File: config.mk
export PLATFORM = sky130hd
export DESIGN_NAME = prv_trap_sequencer
export DESIGN_NICKNAME = d
export VERILOG_FILES = /design/src/rtl/prv_trap_sequencer.sv
export SDC_FILE = /design/constraint.sdc
export NUM_CORES = 1
export LEC_CHECK = 0
export BUFFER_PORTS_ARGS = -buffer_cell sky130_fd_sc_hd__buf_2
export CAP_MARGIN = 20
export CORE_AREA = 2 2 106 108
export DETAILED_ROUTE_END_ITERATION = 12
export DIE_AREA = 0 0 108 110
export PLACE_DENSITY = 0.83
export SLEW_MARGIN = 20
export SYNTH_ARGS = -nofsm -noshare
export SYNTH_HDL_FRONTEND = slang
export SYNTH_SLANG_ARGS = --single-unit
export TNS_END_PERCENT = 5
File: constraint.sdc
create_clock -name CLK -period 3.9 [get_ports CLK]
set_input_delay 0 -clock CLK [delete_from_list [all_inputs] [get_ports CLK]]
set_output_delay 0 -clock CLK [all_outputs]
set_load 0.005 [all_outputs]
File: src/rtl/prv_trap_sequencer.sv
// Trap sequencer between EX/MEM and the privilege block: prioritises raw events into a
// registered one-hot trap report, then runs the insert_pc / redirect / flush handshake.
module prv_trap_sequencer #(
    parameter int WORD_W       = 32,
    parameter int FLUSH_CYCLES = 2,
    parameter int MAX_WAIT     = 15
) (
    input  logic              CLK,
    input  logic              nRST,
    input  logic              ex_valid,
    input  logic [WORD_W-1:0] ex_pc,
    input  logic [WORD_W-1:0] ex_insn,
    input  logic [WORD_W-1:0] ex_mem_addr,
    input  logic [8:0]        ex_exc,
    input  logic              ex_ret,
    input  logic              ex_wfi,
    input  logic              prot_fault_i,
    input  logic              prot_fault_l,
    input  logic              prot_fault_s,
    input  logic              priv_intr,
    input  logic              priv_insert_pc,
    input  logic [WORD_W-1:0] priv_pc,
    output logic [8:0]        exc_out,
    output logic              ret_out,
    output logic              wfi_out,
    output logic [WORD_W-1:0] epc,
    output logic [WORD_W-1:0] badaddr,
    output logic              pipe_clear,
    output logic              stall,
    output logic              redirect_valid,
    output logic [WORD_W-1:0] redirect_pc,
    output logic              timeout_err
);

    localparam int WCNT_W = $clog2(MAX_WAIT + 1);
    localparam int FCNT_W = $clog2(FLUSH_CYCLES + 1);
    localparam logic [WCNT_W-1:0] WAIT_LAST  = WCNT_W'(MAX_WAIT - 1);
    localparam logic [FCNT_W-1:0] FLUSH_LAST = FCNT_W'(FLUSH_CYCLES - 1);

    localparam int EXC_MAL_I   = 0;
    localparam int EXC_FAULT_I = 1;
    localparam int EXC_ILLEGAL = 2;
    localparam int EXC_BREAK   = 3;
    localparam int EXC_ENV     = 4;
    localparam int EXC_MAL_L   = 5;
    localparam int EXC_FAULT_L = 6;
    localparam int EXC_MAL_S   = 7;
    localparam int EXC_FAULT_S = 8;

    typedef enum logic [1:0] {
        S_IDLE,
        S_REPORT,
        S_WAIT_PC,
        S_FLUSH
    } state_e;

    state_e              state_q, state_d;
    logic [8:0]          exc_q, exc_d;
    logic                ret_q, ret_d;
    logic                wfi_q, wfi_d;
    logic [WORD_W-1:0]   epc_q, epc_d;
    logic [WORD_W-1:0]   bad_q, bad_d;
    logic                pipe_clear_q, pipe_clear_d;
    logic                stall_q, stall_d;
    logic                redirect_valid_q, redirect_valid_d;
    logic [WORD_W-1:0]   redirect_pc_q, redirect_pc_d;
    logic                timeout_q, timeout_d;
    logic [WCNT_W-1:0]   wait_cnt_q, wait_cnt_d;
    logic [FCNT_W-1:0]   flush_cnt_q, flush_cnt_d;

    logic [8:0]          exc_eff;
    logic                sel_trap;
    logic                sel_ret;
    logic                sel_wfi;
    logic [8:0]          sel_exc;
    logic [WORD_W-1:0]   sel_bad;

    // Event prioritisation; the interrupt wins and reports no exception bit.
    always_comb begin : prioritise
        // NOTE: every signal driven here gets a default first, so no path can infer a latch.
        exc_eff              = ex_exc;
        exc_eff[EXC_FAULT_I] = ex_exc[EXC_FAULT_I] | prot_fault_i;
        exc_eff[EXC_FAULT_L] = ex_exc[EXC_FAULT_L] | prot_fault_l;
        exc_eff[EXC_FAULT_S] = ex_exc[EXC_FAULT_S] | prot_fault_s;
        sel_trap = 1'b0;
        sel_ret  = 1'b0;
        sel_wfi  = 1'b0;
        sel_exc  = '0;
        sel_bad  = '0;
        if (priv_intr) begin
            sel_trap = 1'b1;
        end else if (exc_eff[EXC_FAULT_I]) begin
            sel_trap             = 1'b1;
            sel_exc[EXC_FAULT_I] = 1'b1;
            sel_bad              = ex_pc;
        end else if (exc_eff[EXC_MAL_I]) begin
            sel_trap           = 1'b1;
            sel_exc[EXC_MAL_I] = 1'b1;
            sel_bad            = ex_pc;
        end else if (exc_eff[EXC_ILLEGAL]) begin
            sel_trap             = 1'b1;
            sel_exc[EXC_ILLEGAL] = 1'b1;
            sel_bad              = ex_insn;
        end else if (exc_eff[EXC_BREAK]) begin
            sel_trap           = 1'b1;
            sel_exc[EXC_BREAK] = 1'b1;
        end else if (exc_eff[EXC_ENV]) begin
            sel_trap         = 1'b1;
            sel_exc[EXC_ENV] = 1'b1;
        end else if (exc_eff[EXC_MAL_L]) begin
            sel_trap           = 1'b1;
            sel_exc[EXC_MAL_L] = 1'b1;
            sel_bad            = ex_mem_addr;
        end else if (exc_eff[EXC_MAL_S]) begin
            sel_trap           = 1'b1;
            sel_exc[EXC_MAL_S] = 1'b1;
            sel_bad            = ex_mem_addr;
        end else if (exc_eff[EXC_FAULT_L]) begin
            sel_trap             = 1'b1;
            sel_exc[EXC_FAULT_L] = 1'b1;
            sel_bad              = ex_mem_addr;
        end else if (exc_eff[EXC_FAULT_S]) begin
            sel_trap             = 1'b1;
            sel_exc[EXC_FAULT_S] = 1'b1;
            sel_bad              = ex_mem_addr;
        end else if (ex_ret) begin
            sel_trap = 1'b1;
            sel_ret  = 1'b1;
        end else if (ex_wfi) begin
            sel_wfi = 1'b1;
        end
    end

    always_comb begin : next_state
        state_d          = state_q;
        exc_d            = '0;
        ret_d            = 1'b0;
        wfi_d            = 1'b0;
        epc_d            = epc_q;
        bad_d            = bad_q;
        pipe_clear_d     = 1'b0;
        redirect_valid_d = 1'b0;
        redirect_pc_d    = redirect_pc_q;
        timeout_d        = timeout_q;
        wait_cnt_d       = wait_cnt_q;
        flush_cnt_d      = flush_cnt_q;

        case (state_q)
            S_IDLE: begin
                if (ex_valid && sel_trap) begin
                    state_d = S_REPORT;
                    exc_d   = sel_exc;
                    ret_d   = sel_ret;
                    epc_d   = ex_pc;
                    bad_d   = sel_bad;
                end else if (ex_valid && sel_wfi) begin
                    wfi_d = 1'b1;
                end
            end
            S_REPORT: begin
                state_d    = S_WAIT_PC;
                wait_cnt_d = '0;
            end
            S_WAIT_PC: begin
                // A target presented on the last waiting cycle still beats the timeout.
                if (priv_insert_pc) begin
                    state_d          = S_FLUSH;
                    redirect_pc_d    = priv_pc;
                    redirect_valid_d = 1'b1;
                    pipe_clear_d     = 1'b1;
                    flush_cnt_d      = '0;
                end else begin
                    wait_cnt_d = wait_cnt_q + WCNT_W'(1);
                    if (wait_cnt_q == WAIT_LAST) begin
                        state_d      = S_FLUSH;
                        timeout_d    = 1'b1;
                        pipe_clear_d = 1'b1;
                        flush_cnt_d  = '0;
                    end
                end
            end
            S_FLUSH: begin
                if (flush_cnt_q == FLUSH_LAST) begin
                    state_d = S_IDLE;
                end else begin
                    flush_cnt_d  = flush_cnt_q + FCNT_W'(1);
                    pipe_clear_d = 1'b1;
                end
            end
            default: begin
                state_d = S_IDLE;
            end
        endcase

        stall_d = (state_d != S_IDLE);
    end

    always_ff @(posedge CLK or negedge nRST) begin
        if (!nRST) begin
            state_q          <= S_IDLE;
            exc_q            <= '0;
            ret_q            <= 1'b0;
            wfi_q            <= 1'b0;
            epc_q            <= '0;
            bad_q            <= '0;
            pipe_clear_q     <= 1'b0;
            stall_q          <= 1'b0;
            redirect_valid_q <= 1'b0;
            redirect_pc_q    <= '0;
            timeout_q        <= 1'b0;
            wait_cnt_q       <= '0;
            flush_cnt_q      <= '0;
        end else begin
            // NOTE: state updates use non-blocking assignments so every flop samples pre-edge values.
            state_q          <= state_d;
            exc_q            <= exc_d;
            ret_q            <= ret_d;
            wfi_q            <= wfi_d;
            epc_q            <= epc_d;
            bad_q            <= bad_d;
            pipe_clear_q     <= pipe_clear_d;
            stall_q          <= stall_d;
            redirect_valid_q <= redirect_valid_d;
            redirect_pc_q    <= redirect_pc_d;
            timeout_q        <= timeout_d;
            wait_cnt_q       <= wait_cnt_d;
            flush_cnt_q      <= flush_cnt_d;
        end
    end

    assign exc_out        = exc_q;
    assign ret_out        = ret_q;
    assign wfi_out        = wfi_q;
    assign epc            = epc_q;
    assign badaddr        = bad_q;
    assign pipe_clear     = pipe_clear_q;
    assign stall          = stall_q;
    assign redirect_valid = redirect_valid_q;
    assign redirect_pc    = redirect_pc_q;
    assign timeout_err    = timeout_q;

endmodule

==> tab_implementation.tex, run 1 <==
\begin{tabular}{lr}
\hline
Metric & Value \\
\hline
\multicolumn{2}{l}{\textbf{Run status}} \\
Status & completed \\
\multicolumn{2}{l}{\textbf{Routing}} \\
Final routed DRC violation total & 0 \\
Vias per inst & 5.606 \\
Antenna viol nets, final & 0 \\
DR vias & 5617 \\
Number of violations reported at the end of detailed-routing iteration 0 & $\sim$460 \\
Routed WL & 19820 um \\
First drt pass iteration count & 5 \\
Highest metal layer with signal wires & met4 \\
Routed wire length per instance & 19.78 um \\
Amount of wire on met3 after detailed routing & 1677 um \\
Metal2 WL & 9913 um \\
Post-route met1 wirelength & 7144 um \\
\multicolumn{2}{l}{\textbf{Die}} \\
Top-level port count & 258 \\
Starting density of the core & 48.12\% \\
Cell row count & 38 \\
Overall die height & 110 um \\
Core region area & 0.01070 mm\^{}2 \\
Horiz. Die Dim & around 110 um \\
Area enclosed by the die boundary & 0.01188 mm\^{}2 \\
\multicolumn{2}{l}{\textbf{Pwr}} \\
Sequential fraction of design power & 39.5\% \\
Final Total Pwr & 5.339 mW \\
Share of total power in the clock network & 30.1\% \\
Static leakage power & 4.393 nW \\
Comb power frac & 30.4\% \\
Net switching power figure & 1.688 mW \\
Internal cell power & 3.651 mW \\
Switching fraction of total power & 31.61\% \\
Pwr Density & 616.9 mW/mm\^{}2 \\
Maximum vdd drop & approximately 0.00033 V \\
\multicolumn{2}{l}{\textbf{Logic synthesis}} \\
Number of enable flip-flop cells after synthesis & 0 \\
Yosys cell types & 36 \\
Synthesized instance count & 449 \\
Synthesized netlist net count & 599 \\
Post-synthesis async set-or-reset flop share & 100.0\% \\
Post-synth design cell area & 0.005147 mm\^{}2 \\
Sequential element share of the synthesized area & 57.85\% \\
Biggest area consumer among synthesized cells & sky130\_fd\_sc\_hd\_\_dfrtp\_1 \\
Ranking of synthesized cells by area & sky130\_fd\_sc\_hd\_\_dfrtp\_1 (58\%), sky130\_fd\_sc\_hd\_\_nand2\_1 (7.5\%), sky130\_fd\_sc\_hd\_\_mux2\_1 (7.0\%) \\
Yosys top cell area share & 57.85\% \\
Yosys warning count & 0 \\
Predominant post-synthesis flop cell & sky130\_fd\_sc\_hd\_\_dfrtp\_1 \\
Mean instance size in the synthesized netlist & roughly 11 um\^{}2 \\
Synth Register Bits & 119 \\
\multicolumn{2}{l}{\textbf{Global routing}} \\
GR Overflow Total & 0 \\
Number of antenna violations at the first check in global routing & 0 \\
Pin count of the biggest net entering global routing & between 70 and 80 \\
First-pass GRT wire length & 30650 um \\
Number of global-route vias before repair & 5958 \\
Total GRT Usage & between 30\% and 40\% \\
\multicolumn{2}{l}{\textbf{Clocking}} \\
Post-cts repair resize count & 0 \\
Postcts setup bufs & 0 \\
TritonCTS clock tree & built \\
CTS Buf Count & 17 \\
Clock tree root buffer cell & sky130\_fd\_sc\_hd\_\_clkbuf\_8 \\
Number of clock sinks & 119 \\
Clock-pin transition on the worst setup and hold timing paths & 0.06 ns \\
Clk Latency, worst-skew pair & between 0.5 and 0.6 ns \\
Number of levels in the clock H-tree & 4 \\
Worst-case clock buffer depth & 2 \\
\multicolumn{2}{l}{\textbf{Layout}} \\
Leading cell type in the layout, fill and taps excluded & sky130\_fd\_sc\_hd\_\_buf\_2 \\
Total number of nets in the final design & about 1000 \\
Synthesis-to-finish area growth & 68.13\% \\
Commonest cells after routing, fill and taps aside & sky130\_fd\_sc\_hd\_\_buf\_2 (256), sky130\_fd\_sc\_hd\_\_dlygate4sd3\_1 (152), sky130\_fd\_sc\_hd\_\_dfrtp\_1 (119) \\
Share of layout cells above drive strength 1 & around 34\% \\
Final antenna diode count & 0 \\
FF+latch area & 0.002978 mm\^{}2 \\
Total area of multi-input combinational cells & 0.001996 mm\^{}2 \\
\# fillers & 582 \\
\multicolumn{2}{l}{\textbf{Timing}} \\
Total setup violations reported at the end of the flow & 0 \\
Period Utilization, post-route & 66.69\% \\
Total Negative Setup Slacks & 0 ns \\
Worst slew pin tran & 0.9527 ns \\
Final min period & 2.601 ns \\
Setup repair after global routing missed its margin & false \\
Max Transition Viols Final & 0 \\
Slew Limit Headroom & 36.42\% \\
Number of hold violations in the final report & 0 \\
Clock skew after layout & 0.009347 ns \\
Maximum operating frequency & 384.5 MHz \\
\multicolumn{2}{l}{\textbf{Min path}} \\
Startpoint of the tightest hold check path & ex\_valid \\
Depth of the worst hold-timing path & 3 \\
Type of the tightest min-delay check & in -> reg \\
Hold Path End & exc\_out[2]\$\_DFF\_PN0\_ \\
\multicolumn{2}{l}{\textbf{Placement}} \\
Post-detailed-placement half-perimeter wirelength & 10630 um \\
Number of buffers added on ports & 257 \\
Placer Congestion & 0.8768 \\
\multicolumn{2}{l}{\textbf{Critical path}} \\
Cell-by-cell listing of the critical path & dlygate4sd3\_1 -> buf\_2 -> or3\_2 -> buf\_4 -> a221o\_1 -> dlygate4sd3\_1 -> a32o\_1 \\
Critical path's top delay family & buffers and inverters \\
Startpoint of the most critical setup path & ex\_exc[0] \\
Top cell by count, worst path & sky130\_fd\_sc\_hd\_\_dlygate4sd3\_1 \\
Critical Path Max Stage Delay & 0.75 ns \\
Reg2reg setup slack & 1.34 ns \\
Critical path class & in -> reg \\
Peak fanout along the critical path & 39 \\
Element type at the critical path end & flip-flop \\
Data required time of the critical path & 4.29 ns \\
Crit path arrival time & 3.00 ns \\
Cell type of the slowest stage on the worst timing path & sky130\_fd\_sc\_hd\_\_or3\_2 \\
Number of buffers and inverters on the critical path & 4 \\
Startpoint type of the worst setup path & input pin \\
End of the worst register-to-register path & exc\_out[4]\$\_DFF\_PN0\_ \\
Worst R2R Start & state\_q[1]\$\_DFF\_PN0\_ \\
FF-to-FF path depth & 4 \\
\multicolumn{2}{l}{\textbf{Run}} \\
Max-Cap Viols & 0 \\
\hline
\end{tabular}
-- worst reg2reg max path, cell delays in order (launching register included) --
cell	delay, ns
sky130_fd_sc_hd__dfrtp_1	0.55
sky130_fd_sc_hd__nor3b_1	0.61
sky130_fd_sc_hd__o31ai_4	0.29
sky130_fd_sc_hd__nor4_1	0.43
sky130_fd_sc_hd__dlygate4sd3_1	0.62
-- registers in the layout, summed over array words and instances (netlist names) --
signal,cells
badaddr,32
epc,32
exc_out,9
flush_cnt_q,2
pipe_clear,1
redirect_pc,32
redirect_valid,1
ret_out,1
stall,1
state_q,2
timeout_err,1
wait_cnt_q,4
wfi_out,1
-- layout make-up --
| type | instances | area share [%] |
|---|---|---|
| Sequential cell | 119 | 34.41 |
| Timing Repair Buffer | 415 | 33.14 |
| Multi-Input combinational cell | 287 | 23.06 |
| Clock buffer | 23 | 5.277 |
| Tap cell | 140 | 2.024 |
| Clock inverter | 9 | 1.706 |
| Inverter | 9 | 0.3903 |
-- how the worst max path moves through the flow --
stage / endpoint / slack, ns / cells after the start
2_1_floorplan: epc[0]$_DFFE_PN0P_ / 2.19 / 5
3_3_place_gp: epc[10]$_DFFE_PN0P_ / 1.80 / 6
3_5_place_dp: epc[20]$_DFFE_PN0P_ / 1.65 / 6
4_1_cts: badaddr[29]$_DFFE_PN0P_ / 1.39 / 7
5_1_grt: exc_out[4]$_DFF_PN0_ / 1.22 / 4
6_report: badaddr[21]$_DFFE_PN0P_ / 1.30 / 7
-- power by group through the flow --
stage	Combinational, mW	Clock, mW	Sequential (mW)
after floorplan	0.650	0	2.07
after global placement	1.38	0	2.05
after detailed placement	1.45	0	2.07
after CTS	1.56	1.62	2.06
after global routing	1.78	1.69	2.15
final	1.62	1.61	2.11
-- synthesized netlist by cell type, types with 3 or more instances --
cell type                  number
sky130_fd_sc_hd__buf_2          5
sky130_fd_sc_hd__nand3_1        3
sky130_fd_sc_hd__nand2_1      103
sky130_fd_sc_hd__clkbuf_1      25
sky130_fd_sc_hd__buf_4          3
sky130_fd_sc_hd__a32o_1        32
sky130_fd_sc_hd__dfrtp_1      119
sky130_fd_sc_hd__nand2b_1      33
sky130_fd_sc_hd__and3_1         3
sky130_fd_sc_hd__ha_1           3
sky130_fd_sc_hd__o21ai_0        6
sky130_fd_sc_hd__inv_1          9
sky130_fd_sc_hd__mux2_1        32
sky130_fd_sc_hd__o22ai_1        3
sky130_fd_sc_hd__nor2_1        10
sky130_fd_sc_hd__mux2i_1        4
sky130_fd_sc_hd__a221o_1       32
-- layer usage --
metal | vias up | track usage [%]
li1 | 2418 | -
met3 | 97 | 8.583
met1 | 2704 | 39.15
met4 | 0 | 20.33
met2 | 398 | 58.31
met5 | - | 0
-- metrics by stage --
| step | instance area (um^2) | setup slack (ns) | cells | utilization (%) | hold WS (ns) |
|---|---|---|---|---|---|
| after CTS | 8655 | 1.385 | 1002 | 80.90 | 0.008087 |
| after floorplan | 5147 | 2.188 | 449 | - | -0.2956 |
| after global routing | 8655 | 1.220 | 1002 | 80.90 | 0.05175 |
| after detailed placement | 6529 | 1.647 | 818 | 61.03 | 0.1817 |
| after global placement | 6529 | 1.799 | 818 | 61.03 | 0.1657 |
| final | 8655 | 1.299 | 1002 | 80.90 | 0.05952 |
-- cells by family (layout without fill, tap and decap cells) --
logic type / after synthesis / in the layout / synth area share (%)
and+or+nand+nor: 168 / 168 / 15.39
DFF: 119 / 119 / 57.85
AOI/OAI and AO/OA: 80 / 80 / 14.78
buffers and inverters: 43 / 456 / 3.476
muxes: 36 / 36 / 7.778
adders and majority gates: 3 / 3 / 0.7293
-- timing repair --
action | 4_1_cts | 5_1_grt
hold endpoints to repair | 185 | 0
endpoints found under the setup margin | 0 | 0
hold buffers | 152 | 0
Note: power is estimated with default switching activity, not from simulation.
==> run 2, diff against run 1 <==
- CORE_AREA: 2 2 106 108 -> 2 2 109 111
- DIE_AREA: 0 0 108 110 -> 0 0 111 113
- PLACE_DENSITY: 0.83 -> 0.79
- clock period: 3.9 -> 2.6 ns (I/O delays scaled with it)
==> run 2 against run 1 <==
The flow now finishes with violations (design-rule violations). Die area up 5.6%. Sequential cell count is the same. First-iteration DRC count down 12%. Design area decreased by 1.4%.
==> tab_implementation.tex, run 2 (same netlist as run 1, synthesis figures left out) <==
\begin{tabular}{lr}
\hline
Metric & Value \\
\hline
\multicolumn{2}{l}{\textbf{Run status}} \\
Status & finished with violations \\
Violations in the final reports & design-rule violations \\
\multicolumn{2}{l}{\textbf{Layout}} \\
Total number of nets in the final design & 987 \\
Leading cell type in the layout, fill and taps excluded & sky130\_fd\_sc\_hd\_\_buf\_2 \\
\# fillers & 680 \\
Share of layout cells above drive strength 1 & about 35\% \\
Total area of multi-input combinational cells & 0.002004 mm\^{}2 \\
Commonest cells after routing, fill and taps aside & sky130\_fd\_sc\_hd\_\_buf\_2 (256), sky130\_fd\_sc\_hd\_\_dlygate4sd3\_1 (137), sky130\_fd\_sc\_hd\_\_dfrtp\_1 (119) \\
FF+latch area & 0.002978 mm\^{}2 \\
Synthesis-to-finish area growth & 65.85\% \\
Final Non-Filler Cells & 994 \\
\multicolumn{2}{l}{\textbf{Routing}} \\
Routed WL & around 18000 um \\
Antenna viol nets, final & 0 \\
Final routed DRC violation total & 1 \\
Vias per inst & 5.527 \\
Number of violations reported at the end of detailed-routing iteration 0 & 404 \\
DR vias & 5494 \\
First drt pass iteration count & 9 \\
Routed wire length per instance & approximately 18 um \\
\multicolumn{2}{l}{\textbf{Critical path}} \\
Peak fanout along the critical path & 33 \\
Element type at the critical path end & flip-flop \\
Crit path arrival time & 2.75 ns \\
Startpoint type of the worst setup path & input pin \\
FF-to-FF path depth & 5 \\
Reg2reg setup slack & 0.26 ns \\
Critical path class & in -> reg \\
End of the worst register-to-register path & exc\_out[0]\$\_DFF\_PN0\_ \\
Data required time of the critical path & 2.88 ns \\
Worst R2R Start & state\_q[0]\$\_DFF\_PN0\_ \\
\multicolumn{2}{l}{\textbf{Die}} \\
Overall die height & between 100 and 150 um \\
Top-level port count & 258 \\
Area enclosed by the die boundary & 0.01254 mm\^{}2 \\
Core region area & 0.01127 mm\^{}2 \\
Horiz. Die Dim & 111 um \\
Cell row count & 39 \\
Starting density of the core & 45.67\% \\
\multicolumn{2}{l}{\textbf{Clocking}} \\
Worst-case clock buffer depth & 2 \\
Postcts setup bufs & 0 \\
Clock tree root buffer cell & sky130\_fd\_sc\_hd\_\_clkbuf\_16 \\
CTS Buf Count & 17 \\
TritonCTS clock tree & built \\
Number of levels in the clock H-tree & 4 \\
Clock-pin transition on the worst setup and hold timing paths & 0.05 ns \\
Number of clock sinks & 119 \\
Clk Latency, worst-skew pair & 0.41 ns \\
\multicolumn{2}{l}{\textbf{Placement}} \\
Number of buffers added on ports & 257 \\
Cell count after placement & 824 \\
Post-detailed-placement half-perimeter wirelength & 10310 um \\
Placer Congestion & 0.8402 \\
\multicolumn{2}{l}{\textbf{Min path}} \\
Type of the tightest min-delay check & in -> reg \\
Depth of the worst hold-timing path & 3 \\
Startpoint of the tightest hold check path & ex\_insn[17] \\
Hold Path End & badaddr[17]\$\_DFFE\_PN0P\_ \\
\multicolumn{2}{l}{\textbf{Pwr}} \\
Static leakage power & 4.366 nW \\
Maximum vdd drop & between 0.0005 and 0.0006 V \\
Pwr Density & 918.5 mW/mm\^{}2 \\
\multicolumn{2}{l}{\textbf{Timing}} \\
Max Transition Viols Final & 0 \\
Worst slew pin tran & 0.9463 ns \\
Total setup violations reported at the end of the flow & 0 \\
Number of hold violations in the final report & 0 \\
Final min period & 2.472 ns \\
Clock skew after layout & approximately 0.011 ns \\
Slew Limit Headroom & a little under two fifths \\
Period Utilization, post-route & a little over nine tenths \\
Total Negative Setup Slacks & 0 ns \\
Setup repair after global routing missed its margin & false \\
Maximum operating frequency & about 400 MHz \\
\multicolumn{2}{l}{\textbf{Run}} \\
Max-Cap Viols & 0 \\
\multicolumn{2}{l}{\textbf{Global routing}} \\
Number of antenna violations at the first check in global routing & 1 \\
Total GRT Usage & between 20\% and 30\% \\
GR Overflow Total & 0 \\
First-pass GRT wire length & 29240 um \\
Pin count of the biggest net entering global routing & 75 \\
Number of global-route vias before repair & 5848 \\
\hline
\end{tabular}
## run 2: worst max-delay path: stages
cell                            delay (ns)
sky130_fd_sc_hd__dlygate4sd3_1        0.54
sky130_fd_sc_hd__buf_2                0.14
sky130_fd_sc_hd__nor4_2               0.45
sky130_fd_sc_hd__nand2_1              0.21
sky130_fd_sc_hd__o311a_1              0.37
sky130_fd_sc_hd__buf_4                0.25
sky130_fd_sc_hd__and3_1               0.23
sky130_fd_sc_hd__dlygate4sd3_1        0.55
## run 2: layer usage
metal | up-vias | part of all wire [%] | track usage, %
li1 | 2397 | - | -
met1 | 2709 | 36 | 31.89
met2 | 329 | 52 | 52.60
met3 | 59 | 8.6 | 9.909
met4 | 0 | 3.4 | 13.92
met5 | - | 0 | 0
## run 2: repair_timing
| action | CTS | global route |
|---|---|---|
| resized for setup | 0 | 2 |
| hold endpoints to repair | 180 | 1 |
| hold buffers | 136 | 1 |
| setup endpoints to repair | 0 | 26 |
## run 2: how the worst max path moves through the flow
| stage | start | to | slack, ns |
|---|---|---|---|
| floorplan | state_q[1]$_DFF_PN0_ | epc[0]$_DFFE_PN0P_ | 0.89 |
| finish | prot_fault_s | exc_out[0]$_DFF_PN0_ | 0.13 |
| global placement | ex_exc[0] | badaddr[1]$_DFFE_PN0P_ | 0.69 |
| global route | prot_fault_s | exc_out[0]$_DFF_PN0_ | 0.04 |
| CTS | ex_exc[0] | badaddr[19]$_DFFE_PN0P_ | 0.03 |
| detailed placement | state_q[0]$_DFF_PN0_ | badaddr[22]$_DFFE_PN0P_ | 0.58 |
## run 2: cell type report
type	instances	area share, %
sequential	119	34.88
multi-input combinational	287	23.48
antenna	1	0.02931
tap	143	2.096
clock buffer	24	5.760
clock inverter	8	1.114
timing repair buffer	403	32.24
inverter	9	0.3957
## run 2: metrics by stage
stage | hold slack (ns) | setup slack (ns) | power (mW) | utilization [%] | area [um^2]
2_1_floorplan | -0.2956 | 0.8878 | 4.085 | - | 5147
3_3_place_gp | 0.1841 | 0.6850 | 5.156 | 58.26 | 6568
3_5_place_dp | 0.1949 | 0.5813 | 5.286 | 58.26 | 6568
4_1_cts | 0.001433 | 0.02774 | 7.749 | 75.55 | 8516
5_1_grt | 0.01941 | 0.04252 | 8.286 | 75.74 | 8537
6_report | 0.01391 | 0.1283 | 7.841 | 75.74 | 8537
## run 2: power breakdown
part / switching (mW) / leakage (nW) / internal (mW) / total (mW)
combinational: 1.17 / 2.58 / 1.24 / 2.41
clock: 0.805 / 0.286 / 1.50 / 2.31
sequential: 0.485 / 1.50 / 2.63 / 3.12
==> run 3, diff against run 2 <==
- SETUP_SLACK_MARGIN: default -> 0.5
==> run 3 against run 2 <==
The flow finishes with violations (negative hold slack). Wire length decreased by 1.4%. Critical endpoint is now epc[29]$_DFFE_PN0P_. Cell count decreased by 0.60%. Worst hold slack got worse by 0.021 ns. Sequential power about the same. Sequential cell count unchanged. First-iteration DRC count increased by 6.9%. Combinational power about the same.
==> tab_implementation.tex, run 3 (same netlist as run 1, synthesis figures left out) <==
\begin{tabular}{lr}
\hline
Metric & Value \\
\hline
\multicolumn{2}{l}{\textbf{Global routing}} \\
GR Overflow Total & 0 \\
Pin count of the biggest net entering global routing & 75 \\
Total GRT Usage & 28.86\% \\
Number of global-route vias before repair & roughly 5.8k \\
Number of antenna violations at the first check in global routing & 0 \\
First-pass GRT wire length & 28640 um \\
\multicolumn{2}{l}{\textbf{Layout}} \\
Leading cell type in the layout, fill and taps excluded & sky130\_fd\_sc\_hd\_\_buf\_2 \\
Synthesis-to-finish area growth & 64.83\% \\
Share of layout cells above drive strength 1 & 35.62\% \\
Total number of nets in the final design & 982 \\
\# fillers & roughly 650 \\
Final Non-Filler Cells & between 900 and 1k \\
Final antenna diode count & 0 \\
Commonest cells after routing, fill and taps aside & sky130\_fd\_sc\_hd\_\_buf\_2 (256), sky130\_fd\_sc\_hd\_\_dlygate4sd3\_1 (132), sky130\_fd\_sc\_hd\_\_dfrtp\_1 (119) \\
\multicolumn{2}{l}{\textbf{Clocking}} \\
CTS Buf Count & 17 \\
Postcts setup bufs & 0 \\
Number of levels in the clock H-tree & 4 \\
TritonCTS clock tree & built \\
Worst-case clock buffer depth & 2 \\
Number of clock sinks & 119 \\
Clk Latency, worst-skew pair & a little over 0.4 ns \\
Clock-pin transition on the worst setup and hold timing paths & 0.05 ns \\
Clock tree root buffer cell & sky130\_fd\_sc\_hd\_\_clkbuf\_16 \\
\multicolumn{2}{l}{\textbf{Critical path}} \\
Element type at the critical path end & flip-flop \\
Data required time of the critical path & 2.88 ns \\
Startpoint of the most critical setup path & ex\_exc[8] \\
Peak fanout along the critical path & 70 \\
Startpoint type of the worst setup path & input pin \\
Worst R2R Start & state\_q[0]\$\_DFF\_PN0\_ \\
Critical path class & in -> reg \\
Crit path arrival time & 2.37 ns \\
\multicolumn{2}{l}{\textbf{Die}} \\
Core region area & 0.01127 mm\^{}2 \\
Horiz. Die Dim & 111 um \\
Cell row count & 39 \\
Overall die height & 113 um \\
Top-level port count & 258 \\
Starting density of the core & 45.67\% \\
Area enclosed by the die boundary & 0.01254 mm\^{}2 \\
\multicolumn{2}{l}{\textbf{Min path}} \\
Type of the tightest min-delay check & in -> reg \\
Startpoint of the tightest hold check path & ex\_insn[26] \\
\multicolumn{2}{l}{\textbf{Timing}} \\
Clock skew after layout & 0.01196 ns \\
Max Transition Viols Final & 0 \\
Total Negative Setup Slacks & 0 ns \\
Final setup slack of the worst path & around 0.5 ns \\
Number of hold violations in the final report & 1 \\
Maximum operating frequency & 477.5 MHz \\
Minimum hold slack & -0.006816 ns \\
Final min period & 2.094 ns \\
Slew Limit Headroom & 36.89\% \\
Worst slew pin tran & 0.9455 ns \\
Period Utilization, post-route & 80.55\% \\
Setup repair after global routing missed its margin & true \\
Total setup violations reported at the end of the flow & 0 \\
\multicolumn{2}{l}{\textbf{Placement}} \\
Number of buffers added on ports & 257 \\
Placer Congestion & 0.8402 \\
Cell count after placement & 824 \\
Post-detailed-placement half-perimeter wirelength & 10310 um \\
Worst slack at placement & about 0.58 ns \\
\multicolumn{2}{l}{\textbf{Routing}} \\
Vias per inst & 5.491 \\
First drt pass iteration count & 6 \\
Routed WL & 18060 um \\
DR vias & 5425 \\
Final routed DRC violation total & 0 \\
Antenna viol nets, final & 0 \\
Number of violations reported at the end of detailed-routing iteration 0 & 432 \\
Routed wire length per instance & 18.28 um \\
\multicolumn{2}{l}{\textbf{Pwr}} \\
Maximum vdd drop & 0.0006818 V \\
Static leakage power & roughly 4.4 nW \\
Pwr Density & 922.9 mW/mm\^{}2 \\
\multicolumn{2}{l}{\textbf{Run}} \\
Max-Cap Viols & 0 \\
\multicolumn{2}{l}{\textbf{Run status}} \\
Status & finished with violations \\
Violations in the final reports & negative hold slack \\
\hline
\end{tabular}
run 3: cell count changes in the layout (fill, tap and decap cells not counted), sizes merged:
cell         previous run  this run
dlygate4sd3           137       132
diode                   1         0
run 3: worst max-delay path, cell delays in order:
cell                            delay (ns)
sky130_fd_sc_hd__dlygate4sd3_1        0.56
sky130_fd_sc_hd__buf_2                0.14
sky130_fd_sc_hd__nor4_2               0.42
sky130_fd_sc_hd__nand2_1              0.20
sky130_fd_sc_hd__o31ai_4              0.29
sky130_fd_sc_hd__buf_12               0.33
sky130_fd_sc_hd__mux2_1               0.37
run 3: power by group:
part | switching [mW] | internal (mW) | total [mW]
sequential | 0.483 | 2.63 | 3.12
combinational | 1.16 | 1.25 | 2.41
clock | 0.797 | 1.50 | 2.30
total | 2.44 | 5.39 | 7.83
run 3: stage by stage:
step	utilization, %	total power, mW	area (um^2)	hold slack, ns
detailed placement	58.26	5.286	6568	0.1949
floorplan	-	4.085	5147	-0.2956
global placement	58.26	5.156	6568	0.1841
global route	75.27	8.269	8484	0.003892
finish	75.27	7.830	8484	-0.006816
CTS	75.19	7.761	8476	0.001433
run 3: final cells by class:
type / instances / area, um^2 / area share (%)
Clock inverter: 8 / 95.09 / 1.121
Clock buffer: 24 / 491.7 / 5.796
Multi-Input combinational cell: 287 / 2004 / 23.62
Tap cell: 143 / 178.9 / 2.109
Inverter: 9 / 33.78 / 0.3982
Sequential cell: 119 / 2978 / 35.10
Timing Repair Buffer: 398 / 2703 / 31.85
run 3: final timing paths:
check / cells after the start / slack [ns] / to
worst max-delay path: 7 / 0.51 / epc[29]$_DFFE_PN0P_
worst min-delay path: 3 / -0.007 / badaddr[26]$_DFFE_PN0P_
worst max register to register: 4 / 0.74 / badaddr[7]$_DFFE_PN0P_
worst min register to register: 2 / 0.47 / redirect_pc[28]$_DFFE_PN0P_
max in group asynchronous: 3 / 1.52 / epc[0]$_DFFE_PN0P_
min in group asynchronous: 2 / 0.28 / redirect_pc[23]$_DFFE_PN0P_
run 3: what timing repair did:
item	4_1_cts	5_1_grt
endpoints found under the hold margin	180	0
resized for setup	0	2
setup endpoints to repair	0	67
hold buffers	132	0
run 3: metal layers:
metal  part of all wire [%]  track usage [%]
met1                     37            31.47
met2                     51            50.67
met3                    8.2            9.159
met4                    3.9            15.08
met5                      0                0
